[src/rtl/lsu_axi_port.sv]
// Load/store unit bridging the execute stage to an AXI data master port.
// One op in flight; handles lane alignment, strobes, load extension, bus errors and a watchdog.
module lsu_axi_port #(
  parameter int XLEN    = 64,
  parameter int ADDR_W  = 64,
  parameter int TIMEOUT = 256
) (
  input  logic              clk,
  input  logic              rst,
  input  logic              req_valid,
  output logic              req_ready,
  input  logic              req_store,
  input  logic [ADDR_W-1:0] req_addr,
  input  logic [XLEN-1:0]   req_wdata,
  input  logic [1:0]        req_size,
  input  logic              req_unsigned,
  output logic              rsp_valid,
  input  logic              rsp_ready,
  output logic [XLEN-1:0]   rsp_rdata,
  output logic [1:0]        rsp_err,
  output logic [ADDR_W-1:0] axi_AW_ADDR,
  output logic              axi_AW_VALID,
  input  logic              axi_AW_READY,
  output logic [XLEN-1:0]   axi_W_DATA,
  output logic [XLEN/8-1:0] axi_W_STRB,
  output logic              axi_W_VALID,
  input  logic              axi_W_READY,
  input  logic              axi_B_VALID,
  input  logic [1:0]        axi_B_RESP,
  output logic              axi_B_READY,
  output logic [ADDR_W-1:0] axi_AR_ADDR,
  output logic              axi_AR_VALID,
  input  logic              axi_AR_READY,
  input  logic [XLEN-1:0]   axi_R_DATA,
  input  logic [1:0]        axi_R_RESP,
  input  logic              axi_R_VALID,
  output logic              axi_R_READY
);
  localparam int NB   = XLEN / 8;
  localparam int OFFW = $clog2(NB);
  localparam int TW   = (TIMEOUT > 1) ? $clog2(TIMEOUT) : 1;

  localparam logic [1:0] ERR_OK    = 2'd0;
  localparam logic [1:0] ERR_ALIGN = 2'd1;
  localparam logic [1:0] ERR_BUS   = 2'd2;
  localparam logic [1:0] ERR_TMO   = 2'd3;

  typedef enum logic [2:0] {IDLE, RD_AR, RD_R, WR_AW_W, WR_B, RESP} state_t;

  typedef struct packed {
    logic              store;
    logic [ADDR_W-1:0] addr;
    logic [XLEN-1:0]   wdata;
    logic [1:0]        size;
    logic              uns;
  } req_t;

  state_t          state, state_n;
  req_t            req_q;
  logic            aw_done, w_done;
  logic [TW-1:0]   timer;
  logic            to_hit, tmo, bad;
  logic [2:0]      amask;
  logic [OFFW-1:0] off;
  logic [XLEN-1:0] sh;

  // Truncate the shifted read word to the access size, then extend.
  function automatic logic [XLEN-1:0] extend(input logic [XLEN-1:0] d,
                                             input logic [1:0] sz, input logic uns);
    logic [XLEN-1:0] mask;
    logic            sgn;
    case (sz)
      2'd0:    begin mask = XLEN'(8'hFF);         sgn = d[7];      end
      2'd1:    begin mask = XLEN'(16'hFFFF);      sgn = d[15];     end
      2'd2:    begin mask = XLEN'(32'hFFFF_FFFF); sgn = d[31];     end
      default: begin mask = '1;                   sgn = d[XLEN-1]; end
    endcase
    return (d & mask) | ((sgn && !uns) ? ~mask : '0);
  endfunction

  assign amask  = 3'((4'd1 << req_size) - 4'd1);
  assign bad    = ((XLEN == 32) && (req_size == 2'd3)) || ((req_addr[2:0] & amask) != 3'd0);
  assign to_hit = (TIMEOUT != 0) && (timer == TW'(TIMEOUT - 1));
  assign off    = req_q.addr[OFFW-1:0];
  assign sh     = axi_R_DATA >> (8 * off);

  assign axi_AW_ADDR = req_q.addr;
  assign axi_AR_ADDR = req_q.addr;
  assign axi_W_DATA  = req_q.wdata << (8 * off);

  for (genvar i = 0; i < NB; i++) begin : g_strb
    assign axi_W_STRB[i] = (i >= int'(off)) && (i < int'(off) + (1 << req_q.size));
  end

  always_ff @(posedge clk or posedge rst) begin
    if (rst) state <= IDLE;
    else     state <= state_n;
  end

  // Completion is tested before the watchdog so a same-cycle handshake wins.
  always_comb begin
    state_n = state;
    tmo     = 1'b0;
    case (state)
      IDLE:    if (req_valid) state_n = bad ? RESP : (req_store ? WR_AW_W : RD_AR);
      RD_AR:   if (axi_AR_READY) state_n = RD_R;
               else if (to_hit) begin state_n = RESP; tmo = 1'b1; end
      RD_R:    if (axi_R_VALID) state_n = RESP;
               else if (to_hit) begin state_n = RESP; tmo = 1'b1; end
      WR_AW_W: if ((aw_done || axi_AW_READY) && (w_done || axi_W_READY)) state_n = WR_B;
               else if (to_hit) begin state_n = RESP; tmo = 1'b1; end
      WR_B:    if (axi_B_VALID) state_n = RESP;
               else if (to_hit) begin state_n = RESP; tmo = 1'b1; end
      RESP:    if (rsp_ready) state_n = IDLE;
      default: state_n = IDLE;
    endcase
  end

  always_comb begin
    req_ready    = 1'b0;
    rsp_valid    = 1'b0;
    axi_AR_VALID = 1'b0;
    axi_R_READY  = 1'b0;
    axi_AW_VALID = 1'b0;
    axi_W_VALID  = 1'b0;
    axi_B_READY  = 1'b0;
    case (state)
      IDLE:    req_ready    = 1'b1;
      RD_AR:   axi_AR_VALID = 1'b1;
      RD_R:    axi_R_READY  = 1'b1;
      WR_AW_W: begin
        axi_AW_VALID = !aw_done;
        axi_W_VALID  = !w_done;
      end
      WR_B:    axi_B_READY  = 1'b1;
      RESP:    rsp_valid    = 1'b1;
      default: ;
    endcase
  end

  // Timer restarts on every state change, so each wait state gets its own budget.
  always_ff @(posedge clk or posedge rst) begin
    if (rst)                    timer <= '0;
    else if (state_n != state)  timer <= '0;
    else if (state inside {RD_AR, RD_R, WR_AW_W, WR_B}) timer <= timer + 1'b1;
  end

  always_ff @(posedge clk or posedge rst) begin
    if (rst) begin
      req_q     <= '0;
      aw_done   <= 1'b0;
      w_done    <= 1'b0;
      rsp_rdata <= '0;
      rsp_err   <= ERR_OK;
    end else begin
      case (state)
        IDLE: if (req_valid) begin
          req_q     <= '{store: req_store, addr: req_addr, wdata: req_wdata,
                         size: req_size, uns: req_unsigned};
          aw_done   <= 1'b0;
          w_done    <= 1'b0;
          rsp_rdata <= '0;
          rsp_err   <= bad ? ERR_ALIGN : ERR_OK;
        end
        RD_R: if (axi_R_VALID) begin
          rsp_err   <= (axi_R_RESP != 2'd0) ? ERR_BUS : ERR_OK;
          rsp_rdata <= (axi_R_RESP != 2'd0) ? '0 : extend(sh, req_q.size, req_q.uns);
        end
        WR_AW_W: begin
          aw_done <= aw_done | axi_AW_READY;
          w_done  <= w_done  | axi_W_READY;
        end
        WR_B: if (axi_B_VALID) rsp_err <= (axi_B_RESP != 2'd0) ? ERR_BUS : ERR_OK;
        default: ;
      endcase
      if (tmo) begin
        rsp_err   <= ERR_TMO;
        rsp_rdata <= '0;
      end
    end
  end
endmodule
[config.mk]
export PLATFORM = sky130hd
export DESIGN_NAME = lsu_axi_port
export DESIGN_NICKNAME = d
export VERILOG_FILES = /design/src/rtl/lsu_axi_port.sv
export SDC_FILE = /design/constraint.sdc
export NUM_CORES = 1
export LEC_CHECK = 0
export BUFFER_PORTS_ARGS = -buffer_cell sky130_fd_sc_hd__buf_2
export CAP_MARGIN = 10
export CORE_AREA = 2 2 186 188
export CTS_BUF_LIST = sky130_fd_sc_hd__clkbuf_8 sky130_fd_sc_hd__clkbuf_16
export CTS_CLUSTER_DIAMETER = 30
export DETAILED_ROUTE_END_ITERATION = 7
export DIE_AREA = 0 0 188 190
export HOLD_SLACK_MARGIN = 0.1
export PLACE_DENSITY = 0.63
export SETUP_SLACK_MARGIN = 0.15
export SLEW_MARGIN = 20
export SYNTH_ARGS = -nofsm -noshare
export SYNTH_HDL_FRONTEND = slang
export SYNTH_SLANG_ARGS = --single-unit
[constraint.sdc]
create_clock -name clk -period 9.4 [get_ports clk]
set_input_delay 2.35 -clock clk [delete_from_list [all_inputs] [get_ports clk]]
set_output_delay 2.35 -clock clk [all_outputs]
set_load 0.01 [all_outputs]
==> results by stage, run 1 <==
Global routing:
- Entering global routing, the biggest net connects 87 pins.
- Across every metal layer, demand over resource in global routing totals 25.35%.
- Global routing finished with a remaining overflow of 0.
- The number of global-route vias before repair is 11740.
- The number of antenna violations at the first check in global routing is 9.
- The wire length of the first global-routing pass is 70340 um.

CTS:
- The number of gates resized after CTS was 0.
- In this run the clock root is driven by a sky130_fd_sc_hd__clkbuf_16.
- The number of buffers on the longest clock path is 3.
- The CTS tree is done.
- The clock buffer count from CTS is 56.
- In this run, post-CTS hold repair placed 0 buffers.
- The source-to-sink clock delay at the later pin of the worst-skew pair is 0.57 ns.
- After clock tree synthesis, the clock-pin slew on the worst setup and hold paths is 0.04 ns.
- Post-CTS timing repair inserted 0 buffers for setup.
- The clock net in this run drives a total of 210 sinks.
- The depth of the CTS H-tree is 2.

Synth:
- The synthesized design contains 210 register bits.
- The cell type contributing the most total cell area after synthesis is sky130_fd_sc_hd__dfrtp_1.
- The fraction of registers with async set/reset is 100.0%.
- The unique cell type count in the Yosys netlist is 65.
- The count of synthesis-stage warnings from yosys is 0.
- The synthesized net count is 1581.
- The area of the mapped netlist is 0.01339 mm^2.
- The post-synthesis cell count is 1367.
- The register area share after synthesis is 39.25%.
- The most used flip-flop cell after synthesis is sky130_fd_sc_hd__dfrtp_1.
- The synthesized design contains 0 enable-type register cells.
- The average cell area after synthesis is 9.794 um^2.
- The commonest cells after synthesis are sky130_fd_sc_hd__dfrtp_1 (210), sky130_fd_sc_hd__mux2_2 (182), sky130_fd_sc_hd__buf_4 (143).
- After synthesis, the cell types taking the most area are sky130_fd_sc_hd__dfrtp_1 (39%), sky130_fd_sc_hd__mux2_2 (15%), sky130_fd_sc_hd__buf_4 (8.0%), sky130_fd_sc_hd__nor2_1 (3.6%), sky130_fd_sc_hd__nand2_1 (3.4%).
- sky130_fd_sc_hd__dfrtp_1 is the most common cell in the netlist.
- The area share of the largest cell type after synthesis is 39.25%.

Run status:
- The flow ran to the end, and the final reports show no timing, DRC or antenna violations.

Cells and area:
- The post-route netlist has 47.35% of its cells at a drive strength greater than 1.
- The post-layout net count is 1901.
- Fill cells in the final layout number 3148.
- The area of the multi-input gates is 0.006651 mm^2.
- The layout overhead on the synthesized area is 27.67%.
- The sequential cells in the finished layout cover a total of 0.005264 mm^2.

Hold path:
- The worst min-delay path startpoint is rsp_rdata[7]$_DFFE_PP0P_.
- The classification of the worst-slack hold path is reg -> reg.
- Along the worst hold path, the cell count comes to 2.
- For hold timing, the worst endpoint is rsp_rdata[7]$_DFFE_PP0P_.

Placed design:
- The pre-CTS setup slack is 3.931 ns.
- In this run the tool buffered the top-level ports with 481 buffer cells.
- Routability-driven placement finished with a final weighted congestion of 0.9138.
- The half-perimeter wire length after placement is 33710 um.

Detailed routing:
- After the first detailed-routing iteration, the DRC count stood at 969.
- The routed design has 46480 um of wire.
- After detailed routing, the number of vias per cell comes to 5.514.
- The first TritonRoute pass finished after 5 iterations.
- The wire length per cell is 21.16 um.
- Once detail routing completed, the nets flagged for antenna violations numbered 0.
- In the routed design, unresolved DRC markers number 0.
- Detailed routing inserted a total of 12120 vias.

Critical path:
- Along the worst path, the maximum fanout reaches 33.
- The gate family responsible for the most delay along the worst path is buffers and inverters.
- The largest individual stage delay along the critical path comes from the cell sky130_fd_sc_hd__dfrtp_4.
- The origin of the critical flop-to-flop path is axi_AR_ADDR[1]$_DFFE_PP0P_.
- The delay contributed by the slowest stage of the critical path is 0.71 ns.
- The end of the worst register-to-register path is rsp_rdata[8]$_DFFE_PP0P_.
- The critical path goes through clkinv_1 > fa_1 > nand3_1 > nor3_1 > o21bai_1 > nor2_1 > a221oi_1 > buf_2.
- The worst register-to-register path has a setup slack of 5.48 ns.
- The required time reported for the critical path endpoint is 7.05 ns.
- The worst reg-to-reg path cell count is 6.
- The critical path class is reg -> out.
- The worst setup path is captured at a primary output.
- The worst path arrival time is 3.71 ns.
- The buffer and inverter count on the worst path is 2.
- The worst setup path is launched from a register.

Die:
- The number of standard-cell rows in the floorplan is 68.
- The count of pins on the block boundary is 482.
- The die covers 0.03572 mm^2.
- The core area is 0.03395 mm^2.
- The effective utilization at floorplan is 39.44%.
- The die extent in y is 190 um.
- In this run the horizontal extent of the chip is 188 um.

Timing:
- Subtracting the final worst setup slack from the clock period gives 6.056 ns.
- The least setup slack across all paths after layout is 3.344 ns.
- The maximum clock skew at final layout is 0.02811 ns.
- Of the available clock period, the critical path in the final layout requires 64.43%.
- The upper clock frequency limit is 0.1651 GHz.
- For the pin with the worst max-slew slack, the measured transition is 1.029 ns.
- The hold violation total from the final report is 0.
- The worst pin sits at a relative slew slack of 31.31%.
- The max-slew violation count is 0.
- Setup repair after global routing left no endpoint under its margin.
- Summed over all failing endpoints, the final setup total negative slack is 0 ns.
- The count of endpoints failing setup in the final report is 0.

Flow run:
- The max-capacitance violation count is 0.

Power:
- The static leakage is 8.390 nW.
- Across the VDD grid, the largest voltage drop is 0.0002525 V.
- The power density of the placed cells is 431.0 mW/mm^2.
## worst max path at each step
stage | to | slack (ns) | cells past startpoint | start
3_5_place_dp | axi_W_STRB[2] | 3.93 | 8 | axi_AR_ADDR[1]$_DFFE_PP0P_
6_report | axi_W_STRB[2] | 3.34 | 8 | axi_AR_ADDR[1]$_DFFE_PP0P_
5_1_grt | axi_W_STRB[2] | 3.06 | 8 | axi_AR_ADDR[1]$_DFFE_PP0P_
2_1_floorplan | aw_done$_DFFE_PP0P_ | 1.31 | 1 | rst
4_1_cts | axi_W_STRB[2] | 3.31 | 8 | axi_AR_ADDR[1]$_DFFE_PP0P_
3_3_place_gp | axi_W_STRB[2] | 3.97 | 8 | axi_AR_ADDR[1]$_DFFE_PP0P_
## power by group
part | switching [mW] | internal (mW)
sequential | 0.501 | 1.32
combinational | 2.01 | 1.56
clock | 0.604 | 1.36
## worst register-to-register path, cell delays in order (launching register included)
cell	delay [ns]
sky130_fd_sc_hd__dfrtp_4	0.71
sky130_fd_sc_hd__buf_4	0.84
sky130_fd_sc_hd__nor2b_1	0.91
sky130_fd_sc_hd__a22oi_1	0.34
sky130_fd_sc_hd__and2_1	0.27
sky130_fd_sc_hd__or4_1	0.62
sky130_fd_sc_hd__nand3_1	0.17
## metal layers
metal / vias to the layer above / wire length [um] / global-route usage [%]
met5: - / 13 / 0
met4: 2 / 1832 / 12.36
met3: 102 / 3928 / 5.276
met2: 670 / 20960 / 38.21
met1: 5879 / 19740 / 34.73
li1: 5462 / - / -
## area by class of cell
type | count | share of cell area (%)
antenna | 8 | 0.1171
clock buffer | 63 | 8.762
clock inverter | 42 | 2.877
inverter | 14 | 0.3514
multi-input combinational | 907 | 38.91
sequential | 210 | 30.80
tap | 455 | 3.331
timing repair buffer | 498 | 14.85
## cells in the final DEF (no fill, tap or decap), types with 12 or more instances in the layout
cell type                   Yosys  routed
sky130_fd_sc_hd__clkinv_2       0      12
sky130_fd_sc_hd__a31oi_1       12      12
sky130_fd_sc_hd__buf_4        143      16
sky130_fd_sc_hd__mux2i_1       45      45
sky130_fd_sc_hd__nor2_1       127     127
sky130_fd_sc_hd__and3_1        15      15
sky130_fd_sc_hd__a221oi_1      15      15
sky130_fd_sc_hd__nand2b_1      12      12
sky130_fd_sc_hd__o21ai_0       71      71
sky130_fd_sc_hd__dfrtp_1      210     207
sky130_fd_sc_hd__mux4_2        20      20
sky130_fd_sc_hd__a21oi_1       67      67
sky130_fd_sc_hd__nand2_1      121     121
sky130_fd_sc_hd__nand3_1       34      34
sky130_fd_sc_hd__a32oi_1       35      35
sky130_fd_sc_hd__mux2_2       182     182
sky130_fd_sc_hd__buf_2         33     481
sky130_fd_sc_hd__inv_1         12      14
sky130_fd_sc_hd__and2_1        17      17
sky130_fd_sc_hd__clkbuf_16      0      56
## registers in the layout, summed over array words and instances, names as in the netlist
register / count
state: 3
rsp_err: 2
aw_done: 1
req_q: 67
axi_AR_ADDR: 64
rsp_rdata: 64
timer: 8
w_done: 1
## kinds of logic after synthesis
kind of cell               count (synthesis)  share of synthesized area [%]
AOI/OAI and AO/OA                        277                          13.69
muxes                                    247                          22.04
DFF                                      210                          39.25
and+or+nand+nor                          372                          12.72
buffers and inverters                    250                          11.38
adders and majority gates                  5                         0.5234
xor gates and xnor gates                   6                         0.3925
## per-stage QoR
step	utilization, %	area, um^2	power [mW]	std cells	hold slack, ns
final	50.35	17090	7.367	2197	0.4780
after global routing	50.34	17090	7.778	2196	0.4980
after CTS	50.25	17060	7.376	2188	0.4778
after detailed placement	44.39	15070	5.364	2083	0.4687
after global placement	44.37	15060	5.327	2083	0.4596
after floorplan	-	13390	4.380	1367	0.4758
No activity file was read; power rests on OpenSTA's default activity.
==> inputs of run 2 (changes only) <==
--- a/config.mk
+++ b/config.mk
@@ -7,11 +7,11 @@
 export LEC_CHECK = 0
 export BUFFER_PORTS_ARGS = -buffer_cell sky130_fd_sc_hd__buf_2
 export CAP_MARGIN = 10
-export CORE_AREA = 2 2 186 188
+export CORE_AREA = 2 2 190 192
 export CTS_BUF_LIST = sky130_fd_sc_hd__clkbuf_8 sky130_fd_sc_hd__clkbuf_16
 export CTS_CLUSTER_DIAMETER = 30
 export DETAILED_ROUTE_END_ITERATION = 7
-export DIE_AREA = 0 0 188 190
+export DIE_AREA = 0 0 192 194
 export HOLD_SLACK_MARGIN = 0.1
 export PLACE_DENSITY = 0.63
 export SETUP_SLACK_MARGIN = 0.15
==> constraint.sdc (replaced) <==
create_clock -name clk -period 5.5 [get_ports clk]
set_input_delay 1.375 -clock clk [delete_from_list [all_inputs] [get_ports clk]]
set_output_delay 1.375 -clock clk [all_outputs]
set_load 0.01 [all_outputs]
==> run 2 against run 1 <==
Clock power grew 91%. Critical path depth is the same. Die area grew 4.3%. Cell count grew 0.41%. Clock skew shrank 0.0067 ns. Via count grew 0.33%. Worst setup slack lost 2.9 ns. Design area grew 1.5%. Sequential cell count is the same. Global-route usage shrank 0.31 points. Utilization shrank 1.1 points. Clock-buffer cell count grew 3. Highest routed layer unchanged. Largest cell class unchanged.
==> results by stage, run 2 (synthesis results as in run 1) <==
Run status:
- The flow ran to the end, and the final reports show no timing, DRC or antenna violations.

Timing:
- The transition at the pin with the smallest max-transition slack is 1.160 ns (+0.1308 ns).
- The max-slew violation count is 0 (unchanged).
- The setup TNS after final layout is 0 ns (unchanged).
- The post-route minimum period is 5.031 ns.
- The post-route worst hold slack is 0.4824 ns (+0.004443 ns).
- Setup repair after global routing left no endpoint under its margin.
- The count of endpoints failing setup in the final report is 0 (unchanged).
- The maximum clock skew at final layout came to 0.02137 ns (-0.006744 ns).
- In the finished design, the share of the clock period the worst path needs comes to 91.47%.
- The normalized max-slew margin was 22.53% (-8.8 points).
- The hold violation total from the final report came to 0 (unchanged).
- The upper clock frequency limit is 0.1988 GHz.

Die:
- The core area is 0.03522 mm^2 (+3.8%).
- The die extent in y is 194 um (+2.1%).
- The die outline width is 192 um (+2.1%).
- The number of standard-cell rows in the floorplan is 69 (+1.5%).
- The die outline area is 0.03725 mm^2 (+4.3%).
- The count of pins on the block boundary came to 482 (unchanged).
- The effective utilization at floorplan came to 38.01% (-1.4 points).

Power:
- The static leakage was 8.477 nW (+1.0%).
- The power density of the placed cells is 753.1 mW/mm^2 (+75%).
- The highest ir drop seen on vdd came to 0.0004594 V (+82%).

Detailed routing:
- The total DRC errors in the routed layout is 0 (unchanged).
- The post-detailed-route via-to-cell ratio came to 5.510 (about the same).
- The via count of the routed design is 12160 (+0.33%).
- The number of DRC markers in iteration 0 came to 798 (-18%).
- The final wirelength is 48240 um (+3.8%).
- The wire length per cell is 21.87 um (+3.4%).
- The post-detailed-route count of antenna-violating nets came to 0 (unchanged).
- The first-pass detailed-route iteration total is 5 (unchanged).

CTS:
- The clock buffer count from CTS is 59 (+5.4%).
- The depth of the CTS H-tree is 2 (unchanged).
- The source-to-sink clock delay at the later pin of the worst-skew pair is 0.57 ns (about the same).
- The total number of clock tree sinks is 210 (unchanged).
- The CTS tree is done.
- The number of buffers on the longest clock path was 3 (unchanged).
- The post-CTS setup-driven buffer insertion count was 0 (unchanged).
- The clock slew at the register clock pins of the worst setup and hold paths is 0.04 ns (about the same).
- The number of hold-repair buffers added at the cts stage is 0 (unchanged).
- Clock tree synthesis selected as its root buffer the cell sky130_fd_sc_hd__clkbuf_16.
- The number of cells upsized or downsized after cts came to 0 (unchanged).

Placed design:
- The count of buffers inserted at the top-level ports was 481 (unchanged).
- The global placer's final weighted congestion was 0.9237 (+1.1%).
- The half-perimeter wire length after placement is 34850 um (+3.4%).

Cells and area:
- The top register by number of flip-flops is req_q.
- The end-of-flow core utilization is 49.23% (-1.1 points).
- The post-layout net count is 1909 (+0.42%).
- Relative to the synthesized area, the layout overhead comes to 29.53%.
- Leaving out fill and tap cells, the most frequent cell in the layout is sky130_fd_sc_hd__buf_2.
- The fraction of final layout cells sized beyond drive strength 1 was 47.73% (+0.38 points).
- The footprint of the flip-flops and latches is 0.005264 mm^2 (unchanged).
- The filler cell count in the final layout is 3324 (+5.6%).
- The number of flip-flops under the largest register name is 67 (unchanged).
- The area of the multi-input gates is 0.006644 mm^2 (-0.11%).
- The top cell types in the final layout, fill and taps aside, are sky130_fd_sc_hd__buf_2 (481), sky130_fd_sc_hd__dfrtp_1 (207), sky130_fd_sc_hd__mux2_2 (182).

Global routing:
- The wire length of the first global-routing pass is 71040 um (+0.99%).
- The number of global-route vias before repair is 11850 (+0.95%).
- The combined global-route utilization of all metal layers is 25.04% (-0.31 points).
- The number of antenna violations at the first check in global routing came to 8 (-1).
- The maximum number of pins on one net before global-route repair was 78 (-10%).
- The aggregate global routing overflow came to 0 (unchanged).

Flow run:
- The max-capacitance violation count is 0 (unchanged).

Critical path:
- The startpoint class of the critical path is a register.
- The required time reported for the critical path endpoint is 4.12 ns (-2.93 ns).
- By startpoint and endpoint, the worst setup path is classified as reg -> out.
- The worst reg-to-reg path cell count is 8 (+2).
- The worst path arrival time came to 3.66 ns (-0.05 ns).
- The maximum fanout along the worst path is 45 (+36%).
- The nature of the critical path endpoint is a primary output.

Hold path:
- The hold path depth is 2 (unchanged).
- The classification of the worst-slack hold path is reg -> reg.
-- run 2: worst paths after layout --
path,start,to,slack [ns]
worst max-delay path,axi_AR_ADDR[1]$_DFFE_PP0P_,axi_W_STRB[2],0.47
worst min-delay path,rsp_rdata[48]$_DFFE_PP0P_,rsp_rdata[48]$_DFFE_PP0P_,0.48
worst max register to register,axi_AR_ADDR[0]$_DFFE_PP0P_,rsp_rdata[31]$_DFFE_PP0P_,1.87
min in group asynchronous,rst,axi_AR_ADDR[40]$_DFFE_PP0P_,0.97
worst min register to register,rsp_rdata[48]$_DFFE_PP0P_,rsp_rdata[48]$_DFFE_PP0P_,0.48
max in group asynchronous,rst,axi_AR_ADDR[0]$_DFFE_PP0P_,3.38
-- run 2: layer usage --
layer	track usage [%]	vias to the layer above	routed length, um	part of all wire (%)
li1	-	5464	-	-
met1	33.32	5948	20000	41
met2	38.92	648	22360	46
met3	5.900	93	4226	8.8
met4	10.66	2	1639	3.4
met5	0	-	13	0.027
-- run 2: area by class of cell --
| class | count | area share (%) |
|---|---|---|
| tap | 461 | 3.326 |
| clock buffer | 66 | 9.199 |
| sequential | 210 | 30.35 |
| clock inverter | 41 | 3.449 |
| timing repair buffer | 503 | 14.98 |
| antenna | 4 | 0.05772 |
| inverter | 14 | 0.3247 |
| multi-input combinational | 907 | 38.31 |
-- run 2: critical path, cell delays in order (launching register included) --
cell and delay, ns:
sky130_fd_sc_hd__dfrtp_4 0.83, sky130_fd_sc_hd__clkinv_1 0.24, sky130_fd_sc_hd__fa_1 0.50, sky130_fd_sc_hd__nand3_1 0.10
sky130_fd_sc_hd__nor3_1 0.05, sky130_fd_sc_hd__o21bai_1 0.37, sky130_fd_sc_hd__nor2_1 0.14, sky130_fd_sc_hd__a221oi_1 0.59
sky130_fd_sc_hd__buf_2 0.25
-- run 2: report_power, final --
| group | leakage (nW) | switching, mW | internal, mW | total, mW |
|---|---|---|---|---|
| clock network | 1.06 | 1.05 | 2.71 | 3.76 |
| registers | 2.63 | 0.862 | 2.26 | 3.12 |
| logic | 4.79 | 3.49 | 2.68 | 6.17 |
| total | 8.48 | 5.41 | 7.65 | 13.1 |
-- run 2: stage by stage --
| stage | area [um^2] | setup WS [ns] | std cells | power, mW |
|---|---|---|---|---|
| floorplan | 13390 | 1.263 | 1367 | 7.487 |
| global placement | 15130 | 1.163 | 2095 | 9.186 |
| detailed placement | 15140 | 1.088 | 2095 | 9.241 |
| CTS | 17330 | 0.4615 | 2202 | 13.09 |
| global route | 17340 | 0.3181 | 2206 | 13.78 |
| finish | 17340 | 0.4693 | 2206 | 13.06 |
